### src/rtl/dlx_mem_pkg.sv
// ---------------------------------------------------------------------------
// dlx_mem_pkg
// Definitions shared by the DLX data-side and instruction-side memory
// controllers:
//   - access size encodings (SZ_BYTE / SZ_HALF / SZ_WORD; 2'b11 is treated
//     as a word)
//   - controller state encoding (ST_IDLE / ST_REQ / ST_DONE)
//   - big-endian lane helpers: alignment test, byte-enable generation, store
//     replication and load extraction/extension
// ---------------------------------------------------------------------------
package dlx_mem_pkg;

    localparam logic [1:0] SZ_BYTE = 2'b00;
    localparam logic [1:0] SZ_HALF = 2'b01;
    localparam logic [1:0] SZ_WORD = 2'b10;

    typedef enum logic [1:0] {
        ST_IDLE = 2'd0,
        ST_REQ  = 2'd1,
        ST_DONE = 2'd2
    } state_t;

    // Halves must be 2-byte aligned, words (and the reserved size) 4-byte.
    function automatic logic is_aligned(input logic [1:0] size, input logic [1:0] a);
        logic ok;
        case (size)
            SZ_BYTE: ok = 1'b1;
            SZ_HALF: ok = ~a[0];
            default: ok = (a == 2'b00);
        endcase
        return ok;
    endfunction

    // Big-endian: byte offset 0 lives in bits 31:24, i.e. lane 3.
    function automatic logic [3:0] lane_be(input logic [1:0] size, input logic [1:0] a);
        logic [3:0] be;
        case (size)
            SZ_BYTE: be = 4'b1000 >> a;
            SZ_HALF: be = a[1] ? 4'b0011 : 4'b1100;
            default: be = 4'b1111;
        endcase
        return be;
    endfunction

    // Replicate the right-justified store data into every lane so the byte
    // enables alone select the target bytes.
    function automatic logic [31:0] store_steer(input logic [1:0] size, input logic [31:0] wd);
        logic [31:0] r;
        case (size)
            SZ_BYTE: r = {4{wd[7:0]}};
            SZ_HALF: r = {2{wd[15:0]}};
            default: r = wd;
        endcase
        return r;
    endfunction

    // Pull the addressed byte/half out of a bus word and extend it.
    function automatic logic [31:0] load_extend(input logic [1:0]  size,
                                                input logic        sgn,
                                                input logic [1:0]  a,
                                                input logic [31:0] data);
        logic [7:0]  b;
        logic [15:0] h;
        logic [31:0] r;
        case (a)
            2'd0:    b = data[31:24];
            2'd1:    b = data[23:16];
            2'd2:    b = data[15:8];
            default: b = data[7:0];
        endcase
        h = a[1] ? data[15:0] : data[31:16];
        case (size)
            SZ_BYTE: r = {{24{sgn & b[7]}}, b};
            SZ_HALF: r = {{16{sgn & h[15]}}, h};
            default: r = data;
        endcase
        return r;
    endfunction

endpackage

### src/rtl/dlx_lane_align.sv
// ---------------------------------------------------------------------------
// dlx_lane_align
// Purely combinational big-endian lane logic for the data-memory controller.
// Ports:
//   size      in  2   access size (dlx_mem_pkg SZ_* encodings)
//   sgn       in  1   sign-extend loads when 1
//   addr_lo   in  2   byte offset within the word
//   we        in  1   1 = store; byte enables are forced to 0 for loads
//   wdata     in  32  right-justified store data
//   rdata     in  32  raw bus read word
//   aligned   out 1   access honours the size alignment rule
//   be        out 4   byte enables (be[3] = bits 31:24)
//   wdata_bus out 32  lane-replicated store data
//   rdata_ext out 32  extracted and extended load data
// ---------------------------------------------------------------------------
module dlx_lane_align
    import dlx_mem_pkg::*;
(
    input  logic [1:0]  size,
    input  logic        sgn,
    input  logic [1:0]  addr_lo,
    input  logic        we,
    input  logic [31:0] wdata,
    input  logic [31:0] rdata,
    output logic        aligned,
    output logic [3:0]  be,
    output logic [31:0] wdata_bus,
    output logic [31:0] rdata_ext
);

    logic [3:0] be_raw;

    assign aligned   = is_aligned(size, addr_lo);
    assign be_raw    = lane_be(size, addr_lo);
    assign wdata_bus = store_steer(size, wdata);
    assign rdata_ext = load_extend(size, sgn, addr_lo, rdata);

    // Reads never assert byte enables.
    genvar gi;
    generate
        for (gi = 0; gi < 4; gi++) begin : g_be
            assign be[gi] = we & be_raw[gi];
        end
    endgenerate

endmodule

### src/rtl/dlx_dmem_ctrl.sv
// ---------------------------------------------------------------------------
// dlx_dmem_ctrl
// Data-memory controller behind the DLX memory-access stage. Runs each
// load/store on a req/ack bus with wait states, stalls the pipeline until the
// access completes, and aborts on misalignment or bus timeout.
// Optional build macro: DMEM_STORE_BUFFER_EN (one-entry posted-write buffer).
// Ports:
//   clock, reset                      clock and async active-high reset
//   cpu_rd/cpu_wr/cpu_size/cpu_signed request from the pipeline (store wins)
//   cpu_addr, cpu_wdata               byte address, right-justified store data
//   cpu_rdata, cpu_err                result, valid in DONE, held until next DONE
//   cpu_stall                         combinational pipeline freeze
//   bus_req/bus_we/bus_addr/bus_be/bus_wdata  registered bus request
//   bus_rdata, bus_ack                bus response (one-cycle ack strobe)
// ---------------------------------------------------------------------------
module dlx_dmem_ctrl
    import dlx_mem_pkg::*;
#(
    parameter int TIMEOUT = 15,
    parameter int CNT_W   = 8
) (
    input  logic        clock,
    input  logic        reset,
    input  logic        cpu_rd,
    input  logic        cpu_wr,
    input  logic [1:0]  cpu_size,
    input  logic        cpu_signed,
    input  logic [31:0] cpu_addr,
    input  logic [31:0] cpu_wdata,
    output logic [31:0] cpu_rdata,
    output logic        cpu_stall,
    output logic        cpu_err,
    output logic        bus_req,
    output logic        bus_we,
    output logic [31:0] bus_addr,
    output logic [3:0]  bus_be,
    output logic [31:0] bus_wdata,
    input  logic [31:0] bus_rdata,
    input  logic        bus_ack
);

    localparam logic [CNT_W-1:0] CNT_LAST = CNT_W'(TIMEOUT - 1);

    state_t           state_reg;
    logic [CNT_W-1:0] cnt_reg;
    logic [31:0]      cpu_rdata_reg;
    logic             cpu_err_reg;
    logic             bus_req_reg;
    logic             bus_we_reg;
    logic [31:0]      bus_addr_reg;
    logic [3:0]       bus_be_reg;
    logic [31:0]      bus_wdata_reg;

    logic             access;
    logic             aligned;
    logic [3:0]       be_lane;
    logic [31:0]      wdata_lane;
    logic [31:0]      rdata_ext;

    assign access = cpu_rd | cpu_wr;

    dlx_lane_align u_align (
        .size      (cpu_size),
        .sgn       (cpu_signed),
        .addr_lo   (cpu_addr[1:0]),
        .we        (cpu_wr),
        .wdata     (cpu_wdata),
        .rdata     (bus_rdata),
        .aligned   (aligned),
        .be        (be_lane),
        .wdata_bus (wdata_lane),
        .rdata_ext (rdata_ext)
    );

`ifdef DMEM_STORE_BUFFER_EN
    logic pend_reg;       // posted write outstanding on the bus
    logic err_pulse_reg;  // clears cpu_err after a one-cycle posted-write error
    logic post_ok;

    // An aligned store with the buffer free is absorbed without stalling.
    assign post_ok   = cpu_wr & aligned & ~pend_reg;
    assign cpu_stall = ((state_reg == ST_IDLE) & access & ~post_ok) | (state_reg == ST_REQ);
`else
    assign cpu_stall = ((state_reg == ST_IDLE) & access) | (state_reg == ST_REQ);
`endif

    always_ff @(posedge clock or posedge reset) begin
        if (reset) begin
            state_reg     <= ST_IDLE;
            cnt_reg       <= '0;
            cpu_rdata_reg <= '0;
            cpu_err_reg   <= 1'b0;
            bus_req_reg   <= 1'b0;
            bus_we_reg    <= 1'b0;
            bus_addr_reg  <= '0;
            bus_be_reg    <= '0;
            bus_wdata_reg <= '0;
`ifdef DMEM_STORE_BUFFER_EN
            pend_reg      <= 1'b0;
            err_pulse_reg <= 1'b0;
`endif
        end else begin
            case (state_reg)
                ST_IDLE: begin
`ifdef DMEM_STORE_BUFFER_EN
                    if (err_pulse_reg) begin
                        cpu_err_reg   <= 1'b0;
                        err_pulse_reg <= 1'b0;
                    end
                    // Drain the posted write before accepting anything new.
                    if (pend_reg) begin
                        if (bus_ack) begin
                            bus_req_reg <= 1'b0;
                            pend_reg    <= 1'b0;
                        end else if (cnt_reg == CNT_LAST) begin
                            bus_req_reg   <= 1'b0;
                            pend_reg      <= 1'b0;
                            cpu_err_reg   <= 1'b1;
                            err_pulse_reg <= 1'b1;
                        end else begin
                            cnt_reg <= cnt_reg + 1'b1;
                        end
                    end else
`endif
                    if (access) begin
                        if (aligned) begin
                            bus_addr_reg  <= {cpu_addr[31:2], 2'b00};
                            bus_we_reg    <= cpu_wr;
                            bus_be_reg    <= be_lane;
                            bus_wdata_reg <= wdata_lane;
                            bus_req_reg   <= 1'b1;
                            cnt_reg       <= '0;
`ifdef DMEM_STORE_BUFFER_EN
                            if (post_ok)
                                pend_reg <= 1'b1;
                            else
                                state_reg <= ST_REQ;
`else
                            state_reg     <= ST_REQ;
`endif
                        end else begin
                            // Misaligned: report without touching the bus.
                            cpu_err_reg   <= 1'b1;
                            cpu_rdata_reg <= '0;
                            state_reg     <= ST_DONE;
                        end
                    end
                end

                ST_REQ: begin
                    // Ack takes priority over a simultaneous timeout.
                    if (bus_ack) begin
                        bus_req_reg <= 1'b0;
                        if (!bus_we_reg)
                            cpu_rdata_reg <= rdata_ext;
                        cpu_err_reg <= 1'b0;
                        state_reg   <= ST_DONE;
                    end else if (cnt_reg == CNT_LAST) begin
                        bus_req_reg   <= 1'b0;
                        cpu_err_reg   <= 1'b1;
                        cpu_rdata_reg <= '0;
                        state_reg     <= ST_DONE;
                    end else begin
                        cnt_reg <= cnt_reg + 1'b1;
                    end
                end

                // The pipeline advances this cycle; the request still on the
                // inputs belongs to the finished access and is dropped.
                ST_DONE: state_reg <= ST_IDLE;

                default: state_reg <= ST_IDLE;
            endcase
        end
    end

    assign cpu_rdata = cpu_rdata_reg;
    assign cpu_err   = cpu_err_reg;
    assign bus_req   = bus_req_reg;
    assign bus_we    = bus_we_reg;
    assign bus_addr  = bus_addr_reg;
    assign bus_be    = bus_be_reg;
    assign bus_wdata = bus_wdata_reg;

endmodule

### config.mk
export PLATFORM = sky130hd
export DESIGN_NAME = dlx_dmem_ctrl
export DESIGN_NICKNAME = d
export VERILOG_FILES = /design/src/rtl/dlx_mem_pkg.sv /design/src/rtl/dlx_lane_align.sv /design/src/rtl/dlx_dmem_ctrl.sv
export SDC_FILE = /design/constraint.sdc
export NUM_CORES = 1
export LEC_CHECK = 0
export CORE_AREA = 2 2 120 122
export DETAILED_ROUTE_END_ITERATION = 10
export DIE_AREA = 0 0 122 124
export PLACE_DENSITY_LB_ADDON = 0.08
export SLEW_MARGIN = 0
export SYNTH_ARGS = -nofsm -noshare
export SYNTH_HDL_FRONTEND = slang
export SYNTH_SLANG_ARGS = --single-unit
### constraint.sdc
create_clock -name clock -period 5 [get_ports clock]
set_clock_uncertainty 0.05 [all_clocks]
set_input_delay 1.5 -clock clock [delete_from_list [all_inputs] [get_ports clock]]
set_output_delay 1.5 -clock clock [all_outputs]
set_load 0.01 [all_outputs]
Word level (Yosys, flattened, before mapping)
Cells that the tools add are included.
{"block": "totals", "regBits": 111, "input_bits": 104, "output_inout_bits": 104}
{"block": "op_classes", "add_sub_neg": 1, "n_eq_ne": 12, "n_shift": 1, "muxes": 33, "n_bitwise": 10, "reduce_logical": 10}
{"operator": "32-bit one-hot mux with 2 select lines", "n": 3}
{"operator": "32-bit two-way mux", "n": 5}
{"operator": "8-bit two-way mux", "n": 4}
{"operator": "8-bit one-hot mux with 3 select lines", "n": 1}
{"operator": "16-bit two-way mux", "n": 1}
{"operator": "8-bit one-hot mux with 2 select lines", "n": 1}
{"operator": "2-bit inequality test (second input constant)", "n": 5}
{"operator": "5-bit AND reduction", "n": 2}
{"operator": "8-bit by 1-bit adder with 8-bit output (second input constant)", "n": 1}
{"operator": "8-bit by 4-bit equality test with 1-bit output (second input constant)", "n": 1}
{"operator": "1-bit two-way mux", "n": 8}
{"operator": "2-bit two-way mux", "n": 4}
{"operator": "4-bit one-hot mux with 2 select lines", "n": 1}
{"operator": "4-bit AND reduction", "n": 2}
{"operator": "1-bit AND", "n": 7}
{"operator": "2-bit by 1-bit equality test with 1-bit output (second input constant)", "n": 3}
{"operator": "2-bit zero test", "n": 3}
{"operator": "1-bit one-hot mux with 2 select lines", "n": 3}
{"operator": "4-bit two-way mux", "n": 1}
{"operator": "2-bit one-hot mux with 2 select lines", "n": 1}
{"operator": "4-bit by 2-bit right shift with 4-bit output (first input constant)", "n": 1}
{"operator": "3-bit by 2-bit inequality test with 1-bit output (second input constant)", "n": 1}
{"operator": "3-bit inequality test (second input constant)", "n": 1}
{"operator": "3-bit AND reduction", "n": 1}
{"operator": "5 further kinds", "n": 6}

Logic depth before layout (Yosys ltp)
{"block": "logic_depth", "word_depth": 7, "ltp_mapped": 7, "ltp_nobuf": 6}

Modules after synthesis
Synthesis repeated with hierarchy kept, for this count alone.
{"block": "unflattened", "cells_unflattened": 669, "area_unflattened_um2": 5908.2}
{"module": "dlx_dmem_ctrl", "instances": 1, "cells_each": 489, "area_per_inst_um2": 4634.4}
{"module": "dlx_lane_align", "instances": 1, "cells_each": 180, "area_per_inst_um2": 1273.7}

Worst setup path before layout
No wires, ideal clock.
{"block": "synth_path", "path_kind": "input -> output", "start": "input cpu_rd", "end": "output cpu_stall", "arrival_ns": 1.841, "setup_slack_ns": 1.609, "path_stages": 2, "path_buffers": 0, "path_cell_list": "nor3_1 > nor2_1"}
{"block": "synth_via", "elab_chain_cells": 3}
{"item": "start: declaration", "line_no": "dlx_dmem_ctrl.sv:24", "rtl": "input logic cpu_rd,"}
{"item": "1-bit OR", "line_no": "dlx_dmem_ctrl.sv:60", "rtl": "assign access = cpu_rd | cpu_wr;"}
{"item": "1-bit AND", "line_no": "dlx_dmem_ctrl.sv:84", "rtl": "assign cpu_stall = ((state_reg == ST_IDLE) & access) | (state_reg == ST_REQ);"}
{"item": "1-bit OR", "line_no": "dlx_dmem_ctrl.sv:84"}
{"item": "end: declaration", "line_no": "dlx_dmem_ctrl.sv:31", "rtl": "output logic cpu_stall,"}
No other way between the ends.

Worst setup path in the final report
{"block": "layout_path", "start": "input cpu_wr", "end": "output cpu_stall"}
{"block": "layout_via", "elab_chain_cells": 3}
{"item": "start: declaration", "line_no": "dlx_dmem_ctrl.sv:25", "rtl": "input logic cpu_wr,"}
{"item": "1-bit OR", "line_no": "dlx_dmem_ctrl.sv:60"}
{"item": "1-bit AND", "line_no": "dlx_dmem_ctrl.sv:84"}
{"item": "1-bit OR", "line_no": "dlx_dmem_ctrl.sv:84"}
No other way between the ends.

==> key figures <==
Clock tree
  – CTS tree: done
  – Post-CTS Setup Bufs: 0
  – Post-CTS Resized: 0
  – Clock sink count: 111
  – Clock latency on the worst-skew pair: 0.35 ns
  – Clk pin slew, worst setup/hold paths: 0.07 ns
  – Root Driver: clkbuf_16
  – # H-tree levels: 3
  – CTS Hold Bufs: 0
  – Longest Clk Path Bufs: 2
  – CTS buffer count: 9

Routing
  – WL met2: 6.935 mm
  – DR pass1 iterations: 5
  – Highest Signal Layer: met4
  – Remaining DRCs: 0
  – Via density: 5.082
  – Final antenna-violating net count: 0
  – Metal-1 WL: 6.707 mm
  – DR vias: 4599
  – Drt wl/cell: 16.57 um
  – Detailed Route Iter0 Violations: 273
  – Routed wl met3: 995 um
  – Post-Route WL: 15.00 mm

Timing
  – Period utilization: 90.22%
  – Worst Tran Pin Value: 0.9738 ns
  – Setup Viol. Count Final: 0
  – Slew margin rel.: 34.94%
  – Fin. Hold Viols: 0
  – Hold_ws: 0.4248 ns
  – Min Tclk post-route: 4.511 ns
  – Fmax: 221.7 MHz
  – Setup Total Neg Slack: 0 ns
  – RSZ-0062 raised after global routing: no
  – Final slew viol count: 0

Yosys
  – Synth top area share: 53.64%
  – Mapped cell area: 0.005179 mm^2
  – Sequential-to-total area share from yosys stat: 53.64%
  – Synth unique cells: 47
  – Top cells by area, synth: dfrtp_1 (54%), nand2_1 (11%), mux2i_1 (6.0%)
  – Main flop type after synthesis: dfrtp_1
  – Async S/R FF share, synth: 100.0%
  – Number of synthesized flops with an enable pin: 0
  – Cells after synthesis: 533
  – Syn_area_per_cell: 9.716 um^2
  – Synth warnings: 0
  – Dominant cell type by area after synthesis: dfrtp_1
  – FF+latch count, synth: 111
  – Most common library cells after synthesis: nand2_1 (155), dfrtp_1 (111), mux2i_1 (31), o21ai_0 (31), clkbuf_1 (29)
  – Most numerous cell in the Yosys netlist: nand2_1

Floorplanning
  – Starting density of the core: 37.75%
  – Die height: 124 um
  – Die area: 0.01513 mm^2
  – I/O pin cnt: 208
  – FP Rows: 43
  – Die W: 122 um
  – Core Area: 0.01372 mm^2

Pwr
  – Worst vdd ir: 285.5 uV
  – Design Power: 3.914 mW
  – PwrDens: 507.7 mW/mm^2
  – LEAKAGE: 3.485 nW

Critical path
  – CP max stage delay: 0.62 ns
  – Cell mode on critical path: clkdlybuf4s50_1
  – Worst-path cell with the longest stage delay: clkdlybuf4s50_1
  – CP startpoint kind: primary input
  – Critical-path cell list: clkdlybuf4s50_1, nor3_1, nor2_1, clkdlybuf4s50_1
  – Critical Path End Type: primary output
  – CP arrival: 2.96 ns
  – CP max FO: 4
  – CP Data Required Time: 3.45 ns
  – WS Path Type: primary input to primary output

GRT
  – Global-route wire length before repair: 23.45 mm
  – Largest net degree at the start of global routing: 100
  – Vias in the first global route: 4468
  – GRT overflow: 0
  – Initial antenna violation count: 0
  – Tot GR Track Use: 19.98%

Status
  – Status: completed

Min path
  – Worst Hold Class: register to register

Layout
  – N_diodes: 0
  – Layout area overhead: 48.88%
  – Share of layout cells above drive strength 1: 4.966%
  – Final #Nets: 826
  – Final Core Density: 56.20%
  – Final Instance Area: 0.007710 mm^2

Place
  – DP Area: 0.007381 mm^2
  – Port Buffer Count: 205
  – Routability cong.: 0.8372
  – Final HPWL DP: 10.67 mm

Run
  – Maxcap violations: 0
routing by layer:
metal  GRT usage, %  vias to the layer above
met5              0                        -
met4          7.902                        0
met3          4.533                       21
met2          30.83                      165
met1          27.38                     2204
li1               -                     2209
cells in the final DEF (no fill, tap or decap), types with 2 or more instances in the layout:
master,Yosys,layout
a21o_1,4,4
a21oi_1,13,13
a221o_1,6,6
a221oi_1,8,8
a32o_1,16,16
and3_1,8,8
buf_12,0,2
buf_4,2,5
bufinv_16,0,2
clkbuf_16,0,9
clkdlybuf4s50_1,0,204
clkinv_4,0,2
conb_1,1,2
dfrtp_1,111,111
ha_1,2,2
inv_1,8,7
inv_6,0,3
mux2_2,4,4
mux2i_1,31,31
nand2_1,155,155
nand2b_1,21,21
nand3_1,5,5
nand3b_1,2,2
nand4_1,5,5
nor2_1,24,24
nor3_1,5,5
nor3b_1,2,2
o21ai_0,31,31
o2bb2ai_1,8,8
o31ai_1,2,2
o41ai_1,3,3
or2_2,2,2
xor2_1,3,3
worst max-delay path: cells and delay by family:
kind	cells	cell delay (ns)
and+or+nand+nor	2	0.33
buffers and inverters	2	1.13
per-stage QoR:
| stage | std cells | setup slack (ns) |
|---|---|---|
| 3_5_place_dp | 889 | 0.4838 |
| 3_3_place_gp | 889 | 0.5166 |
| 4_1_cts | 905 | 0.4698 |
| 5_1_grt | 905 | 0.3776 |
| 2_1_floorplan | 534 | 0.5193 |
| 6_report | 905 | 0.4890 |
path summary, 6_finish.rpt:
kind,from,to,slack [ns],cells after the start
worst max-delay path,cpu_wr,cpu_stall,0.49,4
worst min-delay path,bus_addr[11],bus_addr[11],0.42,2
worst max register to register,cnt_reg[0],cpu_rdata[11],2.15,6
worst min register to register,bus_addr[11],bus_addr[11],0.42,2
max in group asynchronous,reset,cpu_rdata[15],2.59,3
min in group asynchronous,reset,bus_wdata[5],1.55,2
cell type report:
| cell class | instances | area (um^2) |
|---|---|---|
| inverters | 8 | 32.53 |
| multi-input cells | 378 | 2221 |
| fillers | 1253 | 6010 |
| clock inverters | 7 | 103.9 |
| well taps | 180 | 225.2 |
| flip-flops and latches | 111 | 2778 |
| clock buffers | 9 | 225.2 |
| repair buffers | 212 | 2125 |
kinds of logic after synthesis:
group / count (synthesis) / synth area share [%]
XOR/XNOR: 3 / 0.5075
AND/OR/NAND/NOR: 236 / 19.98
flip-flops: 111 / 53.64
adder cells (fa/ha/maj): 2 / 0.4831
buffers and inverters: 45 / 3.575
AO/OA/AOI/OAI: 99 / 14.45
other: 1 / 0.07241
multiplexers: 36 / 7.296
report_power, final:
part           leakage, nW  total, mW  internal (mW)  switching, mW
sequential            1.43       1.46           1.25          0.205
combinational         1.89       1.66          0.892          0.765
clock                0.161      0.799          0.447          0.352
total                 3.48       3.91           2.59           1.32
Power figures use the tool's default switching activity.
